--- src/rtl/fp_exec_unit_if.sv ---
// ============================================================================
// fp_exec_unit_if : request/response bundle for the multicycle FP execute unit
// Revision 1.0
// ============================================================================
`default_nettype none

interface fp_exec_unit_if;
    logic        start;
    logic [1:0]  op;
    logic [31:0] a;
    logic [31:0] b;
    logic [31:0] result;
    logic [3:0]  flags;
    logic        busy;
    logic        done;

    modport master (output start, op, a, b, input result, flags, busy, done);
    modport slave  (input start, op, a, b, output result, flags, busy, done);
endinterface

`default_nettype wire

--- src/rtl/fp_exec_unit.sv ---
// ============================================================================
// fp_exec_unit : 4-cycle single-precision add/sub/mul, flush-to-zero, truncate
// Revision 1.0
// ============================================================================
`default_nettype none

module fp_exec_unit #(
    parameter logic [31:0] NAN_VALUE = 32'h7FC00000
) (
    input  logic          clk,
    input  logic          reset,
    fp_exec_unit_if.slave bus
);

    typedef enum logic [2:0] {
        IDLE   = 3'd0,
        UNPACK = 3'd1,
        EXEC   = 3'd2,
        NORM   = 3'd3,
        DONE   = 3'd4
    } state_t;

    state_t state, next_state;

    always_ff @(posedge clk or posedge reset) begin
        if (reset) state <= IDLE;
        else       state <= next_state;
    end

    always_comb begin
        next_state = state;
        case (state)
            IDLE:    if (bus.start) next_state = UNPACK;
            UNPACK:  next_state = EXEC;
            EXEC:    next_state = NORM;
            NORM:    next_state = DONE;
            DONE:    next_state = IDLE;
            default: next_state = IDLE;
        endcase
    end

    assign bus.busy = (state == UNPACK) || (state == EXEC) || (state == NORM);
    assign bus.done = (state == DONE);

    logic [31:0] a_lat, b_lat;
    logic [1:0]  op_lat;

    always_ff @(posedge clk or posedge reset) begin
        if (reset) begin
            a_lat  <= 32'd0;
            b_lat  <= 32'd0;
            op_lat <= 2'd0;
        end else if (state == IDLE && bus.start) begin
            a_lat  <= bus.a;
            b_lat  <= bus.b;
            op_lat <= bus.op;
        end
    end

    // ---------------- UNPACK ----------------
    logic        sa, sb, za, zb, special, is_mul;
    logic [7:0]  ea, eb;
    logic [23:0] ma, mb;

    always_ff @(posedge clk or posedge reset) begin
        if (reset) begin
            sa <= 1'b0; sb <= 1'b0; za <= 1'b0; zb <= 1'b0;
            special <= 1'b0; is_mul <= 1'b0;
            ea <= 8'd0; eb <= 8'd0; ma <= 24'd0; mb <= 24'd0;
        end else if (state == UNPACK) begin
            sa      <= a_lat[31];
            sb      <= b_lat[31] ^ (op_lat == 2'b01);
            za      <= (a_lat[30:23] == 8'd0);
            zb      <= (b_lat[30:23] == 8'd0);
            special <= (op_lat == 2'b11) || (a_lat[30:23] == 8'hFF) || (b_lat[30:23] == 8'hFF);
            is_mul  <= (op_lat == 2'b10);
            ea      <= a_lat[30:23];
            eb      <= b_lat[30:23];
            ma      <= (a_lat[30:23] == 8'd0) ? 24'd0 : {1'b1, a_lat[22:0]};
            mb      <= (b_lat[30:23] == 8'd0) ? 24'd0 : {1'b1, b_lat[22:0]};
        end
    end

    // ---------------- EXEC ----------------
    // Larger magnitude goes first so the effective subtraction never goes negative.
    logic        swap, big_s, sml_s, cancel;
    logic [7:0]  big_e, sml_e, diff;
    logic [23:0] big_m, sml_m;
    logic [26:0] big_x, sml_x;
    logic [27:0] sum;
    logic [47:0] prod;

    always_comb begin
        swap   = (eb > ea) || ((eb == ea) && (mb > ma));
        big_s  = swap ? sb : sa;
        sml_s  = swap ? sa : sb;
        big_e  = swap ? eb : ea;
        sml_e  = swap ? ea : eb;
        big_m  = swap ? mb : ma;
        sml_m  = swap ? ma : mb;
        diff   = big_e - sml_e;
        big_x  = {big_m, 3'b000};
        sml_x  = (diff >= 8'd27) ? 27'd0 : ({sml_m, 3'b000} >> diff);
        sum    = (big_s == sml_s) ? ({1'b0, big_x} + {1'b0, sml_x})
                                  : ({1'b0, big_x} - {1'b0, sml_x});
        cancel = (sa != sb) && (ea == eb) && (ma == mb);
        prod   = {24'd0, ma} * {24'd0, mb};
    end

    logic               bypass, bypass_v, res_sign;
    logic [31:0]        bypass_val;
    logic [47:0]        man;
    logic signed [9:0]  exp_base;

    always_ff @(posedge clk or posedge reset) begin
        if (reset) begin
            bypass <= 1'b0; bypass_v <= 1'b0; bypass_val <= 32'd0;
            res_sign <= 1'b0; man <= 48'd0; exp_base <= 10'sd0;
        end else if (state == EXEC) begin
            bypass   <= 1'b0;
            bypass_v <= 1'b0;
            bypass_val <= 32'd0;
            if (is_mul) begin
                res_sign <= sa ^ sb;
                man      <= prod;
                exp_base <= $signed({2'b00, ea} + {2'b00, eb} - 10'd127);
            end else begin
                res_sign <= big_s;
                man      <= {sum, 20'd0};
                exp_base <= $signed({2'b00, big_e});
            end
            if (special) begin
                bypass     <= 1'b1;
                bypass_v   <= 1'b1;
                bypass_val <= NAN_VALUE;
            end else if (is_mul) begin
                if (za || zb) begin
                    bypass     <= 1'b1;
                    bypass_val <= {sa ^ sb, 31'd0};
                end
            end else if (cancel) begin
                bypass     <= 1'b1;
                bypass_val <= 32'd0;
            end else if (za) begin
                bypass     <= 1'b1;
                bypass_val <= zb ? {sb, 31'd0} : {sb, eb, mb[22:0]};
            end else if (zb) begin
                bypass     <= 1'b1;
                bypass_val <= {sa, ea, ma[22:0]};
            end
        end
    end

    // ---------------- NORM ----------------
    logic [5:0]        lead;
    logic [47:0]       shifted;
    logic signed [9:0] norm_exp;
    logic [31:0]       next_result;
    logic              next_v;
    logic              unused_bits;

    always_comb begin
        lead = 6'd0;
        for (int i = 0; i < 48; i++) begin
            if (man[i]) lead = i[5:0];
        end
        shifted  = man << (6'd47 - lead);
        norm_exp = exp_base + $signed({4'd0, lead}) - 10'sd46;
        next_v   = 1'b0;
        if (bypass) begin
            next_result = bypass_val;
            next_v      = bypass_v;
        end else if (norm_exp >= 10'sd255) begin
            next_result = {res_sign, 8'hFF, 23'd0};
            next_v      = 1'b1;
        end else if (norm_exp <= 10'sd0) begin
            next_result = {res_sign, 31'd0};
        end else begin
            next_result = {res_sign, norm_exp[7:0], shifted[46:24]};
        end
    end

    assign unused_bits = ^{shifted[47], shifted[23:0], norm_exp[9:8]};

    logic [31:0] result_reg;
    logic [3:0]  flags_reg;

    always_ff @(posedge clk or posedge reset) begin
        if (reset) begin
            result_reg <= 32'd0;
            flags_reg  <= 4'd0;
        end else if (state == NORM) begin
            result_reg <= next_result;
            flags_reg  <= {next_result[31], (next_result[30:0] == 31'd0), 1'b0, next_v};
        end
    end

    assign bus.result = result_reg;
    assign bus.flags  = flags_reg;

endmodule

`default_nettype wire

--- src/flat_wrapper.sv ---
// flat-port wrapper written by rule: the top's interface ports become plain ports
module fp_exec_unit_flat 
#(
    parameter logic [31:0] NAN_VALUE = 32'h7FC00000
)
  (clk, reset, bus_start, bus_op, bus_a, bus_b, bus_result, bus_flags, bus_busy, bus_done);
  fp_exec_unit_if bus_i ();
  input  logic clk;
  input  logic reset;
  input wire logic [$bits(bus_i.start)-1:0] bus_start;
  input wire logic [$bits(bus_i.op)-1:0] bus_op;
  input wire logic [$bits(bus_i.a)-1:0] bus_a;
  input wire logic [$bits(bus_i.b)-1:0] bus_b;
  output wire logic [$bits(bus_i.result)-1:0] bus_result;
  output wire logic [$bits(bus_i.flags)-1:0] bus_flags;
  output wire logic [$bits(bus_i.busy)-1:0] bus_busy;
  output wire logic [$bits(bus_i.done)-1:0] bus_done;
  assign bus_i.start = bus_start;
  assign bus_i.op = bus_op;
  assign bus_i.a = bus_a;
  assign bus_i.b = bus_b;
  assign bus_result = bus_i.result;
  assign bus_flags = bus_i.flags;
  assign bus_busy = bus_i.busy;
  assign bus_done = bus_i.done;
  fp_exec_unit #(.NAN_VALUE(NAN_VALUE)) u_core (.clk(clk), .reset(reset), .bus(bus_i));
endmodule
--- config.mk ---
export PLATFORM = sky130hd
export DESIGN_NAME = fp_exec_unit_flat
export DESIGN_NICKNAME = d
export VERILOG_FILES = /design/src/rtl/fp_exec_unit_if.sv /design/src/rtl/fp_exec_unit.sv /design/src/flat_wrapper.sv
export SDC_FILE = /design/constraint.sdc
export NUM_CORES = 2
export LEC_CHECK = 0
export CORE_ASPECT_RATIO = 1.2
export CORE_MARGIN = 4
export CORE_UTILIZATION = 66
export CTS_CLUSTER_DIAMETER = 40
export CTS_CLUSTER_SIZE = 16
export DETAILED_ROUTE_END_ITERATION = 16
export DONT_BUFFER_PORTS = 1
export PLACE_DENSITY_LB_ADDON = 0.1
export SETUP_SLACK_MARGIN = 0.3
export SLEW_MARGIN = 20
export SYNTH_ARGS = -nofsm -noshare
export SYNTH_HDL_FRONTEND = slang
export SYNTH_SLANG_ARGS = --single-unit
--- constraint.sdc ---
create_clock -name clk -period 10.48 [get_ports clk]
set_clock_uncertainty 0.05 [all_clocks]
set_input_delay 2.096 -clock clk [delete_from_list [all_inputs] [get_ports clk]]
set_output_delay 2.096 -clock clk [all_outputs]
set_load 0.01 [all_outputs]
==> summary.md <==
| Metric | Value |
|---|---|
| Status | `finished, final reports clean` |
| Predominant post-synthesis flop cell | `dfrtp_1` |
| Total area of sequential cells | `0.00666 mm^2` |
| Asr flop ratio synth | `1.00` |
| CTS Buf Count | `34` |
| Hold buffers post-CTS | `0` |
| Unrepaired setup endpoints after global routing | `false` |
| CTS tree | `yes` |
| Die area | `~0.062 mm^2` |
| Die X | `around 230 um` |
| Endpoints failing setup | `0` |
| Core Region | `0.0575 mm^2` |
| Worst slew pin tran | `around 1.1 ns` |
| Buf+Inv Stages, Crit Path | `4` |
| Skew-Pair Late Insertion Delay | `about 0.58 ns` |
| Share of cells above drive strength 1 | `0.0782` |
| Hold Vio Cnt, Final | `0` |
| Fmax | `around 110 MHz` |
| HP Class | `flop to flop` |
| Via Count | `between 30000 and 40000` |
| Crit. End Element | `flop` |
| Port buffer count | `0` |
| Complex-gate fraction of the synthesized area | `0.133` |
| DRC | `0` |
| GR Util met2 | `0.697` |
| Die height | `approximately 270 um` |
| Final period util | `0.902` |
| Met3 Usage GRT | `0.0793` |
| Slowest CP cell | `clkinv_1` |
| Initial antenna violation count | `1` |
| CP required | `approximately 11 ns` |
| Crit start category | `flop` |
| Simple-gate share of the synthesized area | `0.157` |
| Top delay family on crit path | `compound AO/OA/AOI/OAI gates` |
| #FFs+latches synth | `roughly 270` |
| DRT Pass-1 Iters | `7` |
| DRT iter0 DRCs | `around 3500` |
| GR Util met1 | `0.487` |
| CTS root buffer | `clkbuf_16` |
| Global route overflow | `0` |
| Mux cell area share after synthesis | `0.0766` |
| First-pass GRT wire length | `200000 um` |
| Clock transition at path regs | `0.07 ns` |
| Critical Path AT | `9.82 ns` |
| Synth Area in XOR/XNOR | `0.0191` |
| Routability-driven placement congestion ratio | `between 1 and 1.5` |
| Register area share after synthesis | `0.173` |
| Num ports | `between 100 and 150` |
| Reg with most FFs | `u_core.man` |
| Avg Cell Area, Syn | `between 8 and 9 um^2` |
| Vias in the first global route | `34720` |
| Rel. slew slack | `0.240` |
| Fillers | `4642` |
| Antenna Nets Post-Route | `0` |
| Layout Nets | `approximately 5300` |
| Clk sinks | `266` |
| FP Rows | `between 90 and 100` |
| WL final | `128000 um` |
| H-tree levels | `2` |
| Tmin final | `about 9.5 ns` |
| Overall Global Routing Usage | `0.418` |
| Initial Util | `0.670` |
| Synth-to-Final Area Change | `5.15%` |
| Yosys warnings | `0` |
| CTS resizes | `0` |
| Post-Synth Adder-Cell Area | `0.350` |
| Synth cell types | `93` |
| Routed WL per cell | `24.7 um` |
| Multi-input logic area | `0.0284 mm^2` |
| Post-DP HPWL | `100000 um` |
| Place WS | `1.34 ns` |
| Synthesized Nets | `5426` |
| Cells after Synth | `roughly 4600` |
| CTS max path bufs | `3` |
| Flip-flop count of the largest register after layout | `48` |
| Setup CP Type | `flop to flop` |
| Largest family of logic cells by synthesized area | `adder cells` |
| Slowest stage delay, CP | `about 0.57 ns` |
| Commonest non-fill, non-tap cell in the layout | `nand2_1` |
| Post-synth EDFFs | `0` |
| Setup WS post-layout | `1.03 ns` |
| Final TNS setup | `0 ns` |
| Gr busiest metal | `met2` |
| Synthesized area | `between 0.03 and 0.04 mm^2` |
| Most frequent cells in the layout | `nand2_1, inv_1, fa_1, nor2_1, ha_1` |
| Max Slew Vio Count | `0` |
| Largest net degree at the start of global routing | `112` |
| CP max FO | `23` |
| MaxCap Viol Count | `0` |
| Setup bufs post-CTS | `0` |
| Routed vias/inst | `roughly 6.4` |
## through the flow
step / hold WS [ns] / instance area, um^2 / std cells / util
2_1_floorplan: 0.385 / 38500 / 4569 / -
4_1_cts: 0.434 / 40500 / 5199 / 0.704
3_5_place_dp: 0.413 / 39300 / 5137 / 0.682
5_1_grt: 0.461 / 40500 / 5199 / 0.704
3_3_place_gp: 0.408 / 39300 / 5137 / 0.682
6_report: 0.437 / 40500 / 5201 / 0.704
## worst min-delay path, cell delays in order, from the launching register on
cell,delay [ns]
dfrtp_1,0.35
nand2_1,0.06
nand2_1,0.05
## per-layer routing
metal	wire length (um)	up-vias	part of all wire
met1	44200	16253	0.34
met5	0	-	0
met3	12400	645	0.096
met2	60000	1924	0.47
met4	11900	0	0.092
li1	-	14592	-
## worst paths after layout
kind / start / end / slack [ns] / cells past startpoint
setup / recovery: u_core.ma[19]$_DFFE_PP0P_ / u_core.man[39]$_DFFE_PP0P_ / 1.03 / 44
setup reg to reg: u_core.ma[19]$_DFFE_PP0P_ / u_core.man[39]$_DFFE_PP0P_ / 1.03 / 44
max in group asynchronous: reset / u_core.man[45]$_DFFE_PP0P_ / 7.37 / 2
hold / removal: u_core.a_lat[31]$_DFFE_PP0P_ / u_core.sa$_DFFE_PP0P_ / 0.44 / 2
hold reg to reg: u_core.a_lat[31]$_DFFE_PP0P_ / u_core.sa$_DFFE_PP0P_ / 0.44 / 2
min in group asynchronous: reset / u_core.bus.result[29]$_DFFE_PP0P_ / 1.42 / 1
## cell type report
type / instances / share of cell area
clock inverter: 25 / 0.00917
inverter: 655 / 0.0608
tap: 735 / 0.0227
timing repair buffer: 107 / 0.0199
sequential: 266 / 0.164
multi-input combinational: 3374 / 0.701
clock buffer: 37 / 0.0218
antenna: 2 / 0.000123
## Yosys cell counts, drive strengths merged, types with 59 or more instances
library cell    n  share of area
mux2i         119          0.031
ha            303          0.098
clkbuf        219          0.021
mux2          110          0.032
fa            485           0.25
nand2         824          0.080
dfrtp         266           0.17
a21oi         244          0.032
nand3          59         0.0077
o21ai         205          0.027
inv           638          0.062
nor2          351          0.034
## kinds of logic (layout without fill, tap and decap cells)
logic type / count (synthesis) / after routing
adders and majority gates: 788 / 788
and+or+nand+nor: 1441 / 1441
muxes: 252 / 252
xor gates and xnor gates: 84 / 84
buffers and inverters: 929 / 824
DFF: 266 / 266
other: 1 / 3
AOI/OAI and AO/OA: 808 / 808
Power is left out: the tool's default activity adds up to more than one toggle a clock period on the data nets, which glitch-free logic cannot reach.
